$ cat config.mk
export PLATFORM = sky130hd
export DESIGN_NAME = usb_tx_line_encoder
export DESIGN_NICKNAME = d
export VERILOG_FILES = /design/src/rtl/usb_tx_line_encoder.sv
export SDC_FILE = /design/constraint.sdc
export NUM_CORES = 1
export LEC_CHECK = 0
export ABC_AREA = 1
export BUFFER_PORTS_ARGS = -buffer_cell sky130_fd_sc_hd__buf_2
export CORE_MARGIN = 3
export CORE_UTILIZATION = 30
export CTS_CLUSTER_DIAMETER = 120
export DETAILED_ROUTE_END_ITERATION = 10
export SYNTH_ARGS = -nofsm -noshare
export SYNTH_HDL_FRONTEND = slang
export SYNTH_SLANG_ARGS = --single-unit
$ cat constraint.sdc
create_clock -name clk -period 3.5 [get_ports clk]
set_input_delay 0.175 -clock clk [delete_from_list [all_inputs] [get_ports clk]]
set_output_delay 0.175 -clock clk [all_outputs]
set_load 0.005 [all_outputs]
$ cat src/rtl/usb_tx_line_encoder.sv
// USB transmit line encoder: SYNC prefix, bit stuffing, NRZI and EOP on a
// registered dp/dm pair, one bus bit per clock.
module usb_tx_line_encoder #(
   parameter int STUFF_LIMIT = 6
) (
   input  logic clk,
   input  logic rst,
   input  logic pkt_start,
   input  logic bit_in,
   input  logic bit_valid,
   input  logic pkt_last,
   output logic bit_ready,
   output logic dp,
   output logic dm,
   output logic busy,
   output logic done,
   output logic err
);

   localparam int CW = $clog2(STUFF_LIMIT + 1);

   typedef enum logic [2:0] {
      IDLE, SYNC, DATA, STUFF, EOP1, EOP2, EOPJ
   } state_t;

   state_t          state;
   logic [2:0]      sync_cnt;
   logic [CW-1:0]   ones_cnt;
   logic [CW-1:0]   ones_inc;
   logic            last_pending;
   logic            aborted;

   assign ones_inc  = ones_cnt + CW'(1);
   assign bit_ready = (state == DATA);

   // NOTE: every register here uses non-blocking assignment, so all branches
   // see the pre-edge values of state, counters and pins.
   always_ff @(posedge clk) begin
      if (rst) begin
         state        <= IDLE;
         dp           <= 1'b1;
         dm           <= 1'b0;
         busy         <= 1'b0;
         done         <= 1'b0;
         err          <= 1'b0;
         sync_cnt     <= '0;
         ones_cnt     <= '0;
         last_pending <= 1'b0;
         aborted      <= 1'b0;
      end else begin
         done <= 1'b0;
         err  <= 1'b0;
         case (state)
            IDLE: begin
               dp <= 1'b1;
               dm <= 1'b0;
               if (pkt_start) begin
                  state        <= SYNC;
                  busy         <= 1'b1;
                  sync_cnt     <= '0;
                  ones_cnt     <= '0;
                  last_pending <= 1'b0;
                  aborted      <= 1'b0;
               end
            end
            SYNC: begin
               // Seven 0s (toggles) then a single 1 (hold) that seeds the ones run.
               if (sync_cnt == 3'd7) begin
                  ones_cnt <= CW'(1);
                  state    <= DATA;
               end else begin
                  dp       <= dm;
                  dm       <= dp;
                  sync_cnt <= sync_cnt + 3'd1;
               end
            end
            DATA: begin
               if (bit_valid) begin
                  if (bit_in) begin
                     ones_cnt <= ones_inc;
                     if (ones_inc == CW'(STUFF_LIMIT)) begin
                        state        <= STUFF;
                        last_pending <= pkt_last;
                     end else if (pkt_last) begin
                        state <= EOP1;
                     end
                  end else begin
                     dp       <= dm;
                     dm       <= dp;
                     ones_cnt <= '0;
                     if (pkt_last) state <= EOP1;
                  end
               end else begin
                  // Underrun: line holds this cycle, packet is closed with EOP.
                  err     <= 1'b1;
                  aborted <= 1'b1;
                  state   <= EOP1;
               end
            end
            STUFF: begin
               dp       <= dm;
               dm       <= dp;
               ones_cnt <= '0;
               state    <= last_pending ? EOP1 : DATA;
            end
            EOP1: begin
               dp    <= 1'b0;
               dm    <= 1'b0;
               state <= EOP2;
            end
            EOP2: begin
               dp    <= 1'b0;
               dm    <= 1'b0;
               state <= EOPJ;
            end
            EOPJ: begin
               dp       <= 1'b1;
               dm       <= 1'b0;
               done     <= ~aborted;
               busy     <= 1'b0;
               ones_cnt <= '0;
               state    <= IDLE;
            end
            default: state <= IDLE;
         endcase
      end
   end

endmodule

==> flow_metrics.tcl, run 1 <==
set metrics [dict create \
    cts_root_buf "clkbuf_4" \
    post_cts_buffers 0 \
    rsz0062_at_grt "no" \
    path_cells "nor2_4 > nand2_1 > inv_2 > buf_2" \
    vdd_drop_max_v 0.000325 \
    grt_start_max_net_pins 12 \
    drt_first_iter_violations 36 \
    setup_viol 0 \
    worstMarginPinSlew_ns 0.438 \
    relSlewSlack 0.708 \
    drive_gt1_frac 0.184 \
    hp-class "in -> reg" \
    cts_buffers 3 \
    path_max_fanout 8 \
    numClockSinks 16 \
    initial_core_util 0.331 \
    hold_viol 0 \
    yosysTopAreaCellShare 0.337 \
    fmax_mhz 677 \
    max-cap-violations 0 \
    area_growth_syn_to_layout_pct 12.8 \
    netlist_top_cells_area "dfxtp_1, nand2_1, nor2_1" \
    synth_edf_count 0 \
    vias_per_cell 4.49 \
    drc 0 \
    clock_latency_ns 0.28 \
    dieWidth_um 62.3 \
    io_buffers 11 \
    yosysMostFrequentCell "nand2_1" \
    clock_path_buffers 2 \
    multiInputGateArea_um2 529 \
    die_h_um 62.3 \
    critPathTopFamily "flip-flops" \
    antenna_found_initial 0 \
    fin_util 0.373 \
    period_share 0.422 \
    core_area_um2 2880 \
    fin_setup_tns_ns 0 \
    wire_per_inst_um 9.87 \
    cts_resized 0 \
    die_area_um2 3880 \
    power.leakage_uw 0.000570 \
    register_area_um2 320 \
    cp-start-kind "register" \
    fillCellCount 327 \
    nets 169 \
    netlist_instances 146 \
    io-pin-count 12 \
    grt_pass1_vias 816 \
    antenna_cells 0 \
    synth.avg_cell_area_um2 6.51 \
    rows 19 \
    powerDensity_nw_per_um2 697 \
    cts_tree "yes" \
    end_kind "output port" \
    ys_seq_area_frac 0.337 \
    first_pass_iters 5 \
    clk_pin_slew_ns 0.09 \
    fin_ws_ns 2.02 \
    via_count 898 \
    wirelength_um 1970 \
    ys.flop_type "dfxtp_1" \
    synth.net_count 156 \
    path_class "reg -> out" \
    cts_hold_buffers 0 \
    grt_pass1_wl_um 3530 \
    synth-async-reset-ratio 0 \
    antenna_left 0 \
    yosys.area.top_type "dfxtp_1" \
    gp_congestion 0.903 \
    syn-cell-area_um2 951 \
    status "complete, no violations" \
    fin_crit_ns 1.48 \
    max_stage_delay_ns 0.43 \
    arrival_ns 1.30 \
    synthTopCellsByCount "nand2_1, nor2_1, dfxtp_1" \
    yosysUniqueCellTypes 25 \
    dp_hpwl_um 1610 \
    required_ns 3.32 \
    fin_worst_skew_ns 0.00401 \
    grt_overflow_total 0 \
    grt_usage 0.110 \
    crit_slowest_cell "dfxtp_1" \
    synth-warning-count 0 \
    synth_seq_cells 16 \
    critPathBufInv 2 \
    cts_htree_levels 1 \
    drv_slew 0 \
    dp_slack_ns 2.12 \
]
==> layout make-up <==
type / instances / area share
Sequential cell: 16 / 0.299
Clock buffer: 4 / 0.0338
Tap cell: 42 / 0.0490
Inverter: 21 / 0.0735
Timing Repair Buffer: 11 / 0.0513
Multi-Input combinational cell: 106 / 0.494
==> where the power goes <==
part	internal, uW	switching, uW	leakage, uW
sequential	232	59.4	0.000131
clock	63.3	56.2	0.0000210
combinational	129	207	0.000418
total	424	323	0.000570
==> placed cells by master (no fill, tap or decap), drive strengths merged <==
master	instances
a21oi	6
and2	1
buf	11
clkbuf	4
clkinv	1
dfxtp	16
ha	4
inv	20
nand2	46
nand3	15
nand4	1
nor2	23
nor3	1
o211a	1
o21ai	5
o21bai	2
or2	1
==> cell families (layout without fill, tap and decap cells) <==
logic type | count (synthesis) | after routing | synth area share
AND/OR/NAND/NOR | 88 | 88 | 0.416
buffers and inverters | 24 | 36 | 0.107
flip-flops | 16 | 16 | 0.337
AO/OA/AOI/OAI | 14 | 14 | 0.0881
adder cells (fa/ha/maj) | 4 | 4 | 0.0526
==> per-layer routing <==
| layer | global-route usage | vias up | part of all wire | wire length, um |
|---|---|---|---|---|
| met1 | 0.145 | 389 | 0.49 | 969 |
| met2 | 0.184 | 24 | 0.45 | 879 |
| li1 | - | 483 | - | - |
| met4 | 0.00826 | 0 | 0.0030 | 6 |
| met5 | 0 | - | 0 | 0 |
| met3 | 0.0360 | 2 | 0.060 | 118 |
==> worst reg2reg max path: stages, from the launching register on <==
cell	delay (ns)
dfxtp_1	0.60
inv_2	0.13
o21ai_1	0.14
nand2_1	0.10
nor2_4	0.17
nand2_1	0.07
nand2_1	0.06
nor2_1	0.05
==> state kept, by name, indices dropped and copies added, names as in the netlist <==
name and count:
err 1, dm 1, aborted 1, busy 1, sync_cnt 3, done 1, dp 1, state 3
last_pending 1, ones_cnt 3
==> per-stage QoR <==
step | instance area, um^2 | hold slack [ns] | total power, uW | std cells
3_5_place_dp | 1040 | 0.428 | 631 | 196
6_report | 1070 | 0.181 | 747 | 200
5_1_grt | 1070 | 0.189 | 831 | 200
3_3_place_gp | 1040 | 0.415 | 622 | 196
4_1_cts | 1070 | 0.170 | 753 | 200
2_1_floorplan | 951 | 0.340 | 565 | 146
==> final timing paths <==
path / from / end / slack (ns) / cells after the start
worst max-delay path: state[0]$_SDFFE_PP0P_ / bit_ready / 2.02 / 4
worst min-delay path: rst / state[2]$_SDFFE_PP0P_ / 0.18 / 2
worst max register to register: state[1]$_SDFFE_PP0P_ / ones_cnt[1]$_SDFFE_PP0P_ / 2.10 / 7
worst min register to register: aborted$_SDFFE_PP0P_ / done$_SDFF_PP0_ / 0.44 / 1
Note: power is estimated with default switching activity, not from simulation.
==> run 2: changes to the inputs <==
==> constraint.sdc (replaced) <==
create_clock -name clk -period 1.3 [get_ports clk]
set_input_delay 0.065 -clock clk [delete_from_list [all_inputs] [get_ports clk]]
set_output_delay 0.065 -clock clk [all_outputs]
set_load 0.005 [all_outputs]
==> run 2 against run 1 <==
Effect of this change:
- wire length rose by 13%
- sequential cell count did not move
- critical path type unchanged
- clock power is 110% higher
- clock-buffer cell count down 1
- design area is 11% higher
- cell count is 4.0% higher
==> flow_metrics.tcl, run 2 (same netlist as run 1, synthesis figures left out) <==
set metrics [dict create \
    hp-class "in -> reg" \
    fin_crit_ns 1.24 \
    required_ns 1.24 \
    numClockSinks 16 \
    grt_pass1_wl_um 3680 \
    drive_gt1_frac 0.307 \
    clk_pin_slew_ns 0.08 \
    area_growth_syn_to_layout_pct 25.3 \
    grt_overflow_total 0 \
    final_cell_mix "nand2_1, nor2_1, inv_1" \
    fin_util 0.414 \
    wirelength_um 2240 \
    cts_buffers 3 \
    die_h_um 62.3 \
    drv_slew 0 \
    setup_viol 0 \
    power.leakage_uw 0.000613 \
    mostFrequentLayoutCell "nand2_1" \
    die_area_um2 3880 \
    relSlewSlack 0.819 \
    vdd_drop_max_v 0.000752 \
    antenna_found_initial 0 \
    hold_viol 0 \
    dieWidth_um 62.3 \
    fin_worst_skew_ns 0.00283 \
    antenna_cells 0 \
    max-cap-violations 0 \
    cp-start-kind "register" \
    powerDensity_nw_per_um2 1820 \
    worstMarginPinSlew_ns 0.270 \
    clock_path_buffers 2 \
    io-pin-count 12 \
    grt_start_max_net_pins 10 \
    rows 19 \
    dp_hpwl_um 1650 \
    via_count 933 \
    initial_core_util 0.331 \
    path_max_fanout 6 \
    rsz0062_at_grt "yes" \
    wire_per_inst_um 10.7 \
    drt_first_iter_violations 39 \
    grt_usage 0.116 \
    vias_per_cell 4.49 \
    status "complete, no violations" \
    end_kind "output port" \
    top_regs "ones_cnt: 3 flops, state: 3 flops, sync_cnt: 3 flops" \
    path_class "reg -> out" \
    core_area_um2 2880 \
    first_pass_iters 4 \
    cts_htree_levels 1 \
    cts_tree "yes" \
    arrival_ns 1.17 \
    gp_congestion 0.920 \
    fmax_mhz 809 \
    post_dp_cell_area_um2 1070 \
    postLayoutCellArea_um2 1190 \
    period_share 0.951 \
    drc 0 \
    io_buffers 11 \
    clock_latency_ns 0.28 \
    nets 178 \
    cts_hold_buffers 0 \
    grt_pass1_vias 870 \
    antenna_left 0 \
    cts_root_buf "clkbuf_4" \
]
-- run 2: per-stage QoR --
stage | setup WS (ns) | hold slack [ns] | std cells | total power, uW | setup TNS, ns
floorplan | 0.0919 | 0.230 | 146 | 1520 | 0
global route | -0.0315 | 0.0721 | 208 | 2390 | -0.0538
finish | 0.0642 | 0.0661 | 208 | 2170 | 0
CTS | 0.0124 | 0.0566 | 203 | 2010 | 0
detailed placement | -0.0107 | 0.372 | 200 | 1730 | -0.0282
global placement | 0.0365 | 0.375 | 200 | 1720 | 0
-- run 2: timing repair --
action                     4_1_cts  5_1_grt
gates resized for setup          7       14
setup buffers                    0        5
setup endpoints to repair        4       11
hold endpoints to repair         0        0
pin swaps                        3       10
-- run 2: layout make-up --
type	instances	area [um^2]
fillers	301	1690
multi-input cells	106	579
flip-flops and latches	16	332
repair buffers	20	126
inverters	21	78.8
well taps	42	52.6
clock buffers	3	22.5
-- run 2: layer usage --
| metal | up-vias | share of wire | GRT usage |
|---|---|---|---|
| li1 | 494 | - | - |
| met1 | 414 | 0.50 | 0.152 |
| met2 | 20 | 0.44 | 0.188 |
| met3 | 5 | 0.049 | 0.0234 |
| met4 | 0 | 0.017 | 0.0413 |
| met5 | - | 0 | 0 |
-- run 2: power breakdown --
part	total (uW)	leakage, uW	internal [uW]	switching [uW]
clock network	256	0.0000138	108	148
logic	1130	0.000466	484	643
registers	784	0.000134	647	137
total	2170	0.000613	1240	928
-- run 2: path summary, 6_finish.rpt --
kind	cells after the start	start	endpoint	slack, ns
hold reg to reg	1	aborted$_SDFFE_PP0P_	done$_SDFF_PP0_	0.44
hold / removal	2	rst	state[2]$_SDFFE_PP0P_	0.07
setup reg to reg	9	sync_cnt[1]$_SDFFE_PP0P_	ones_cnt[1]$_SDFFE_PP0P_	0.07
setup / recovery	4	state[0]$_SDFFE_PP0P_	bit_ready	0.06
-- run 2: critical path: stages, from the launching register on --
cell     delay, ns
dfxtp_4       0.38
nor2_4        0.20
nand2_2       0.08
inv_2         0.11
buf_2         0.12
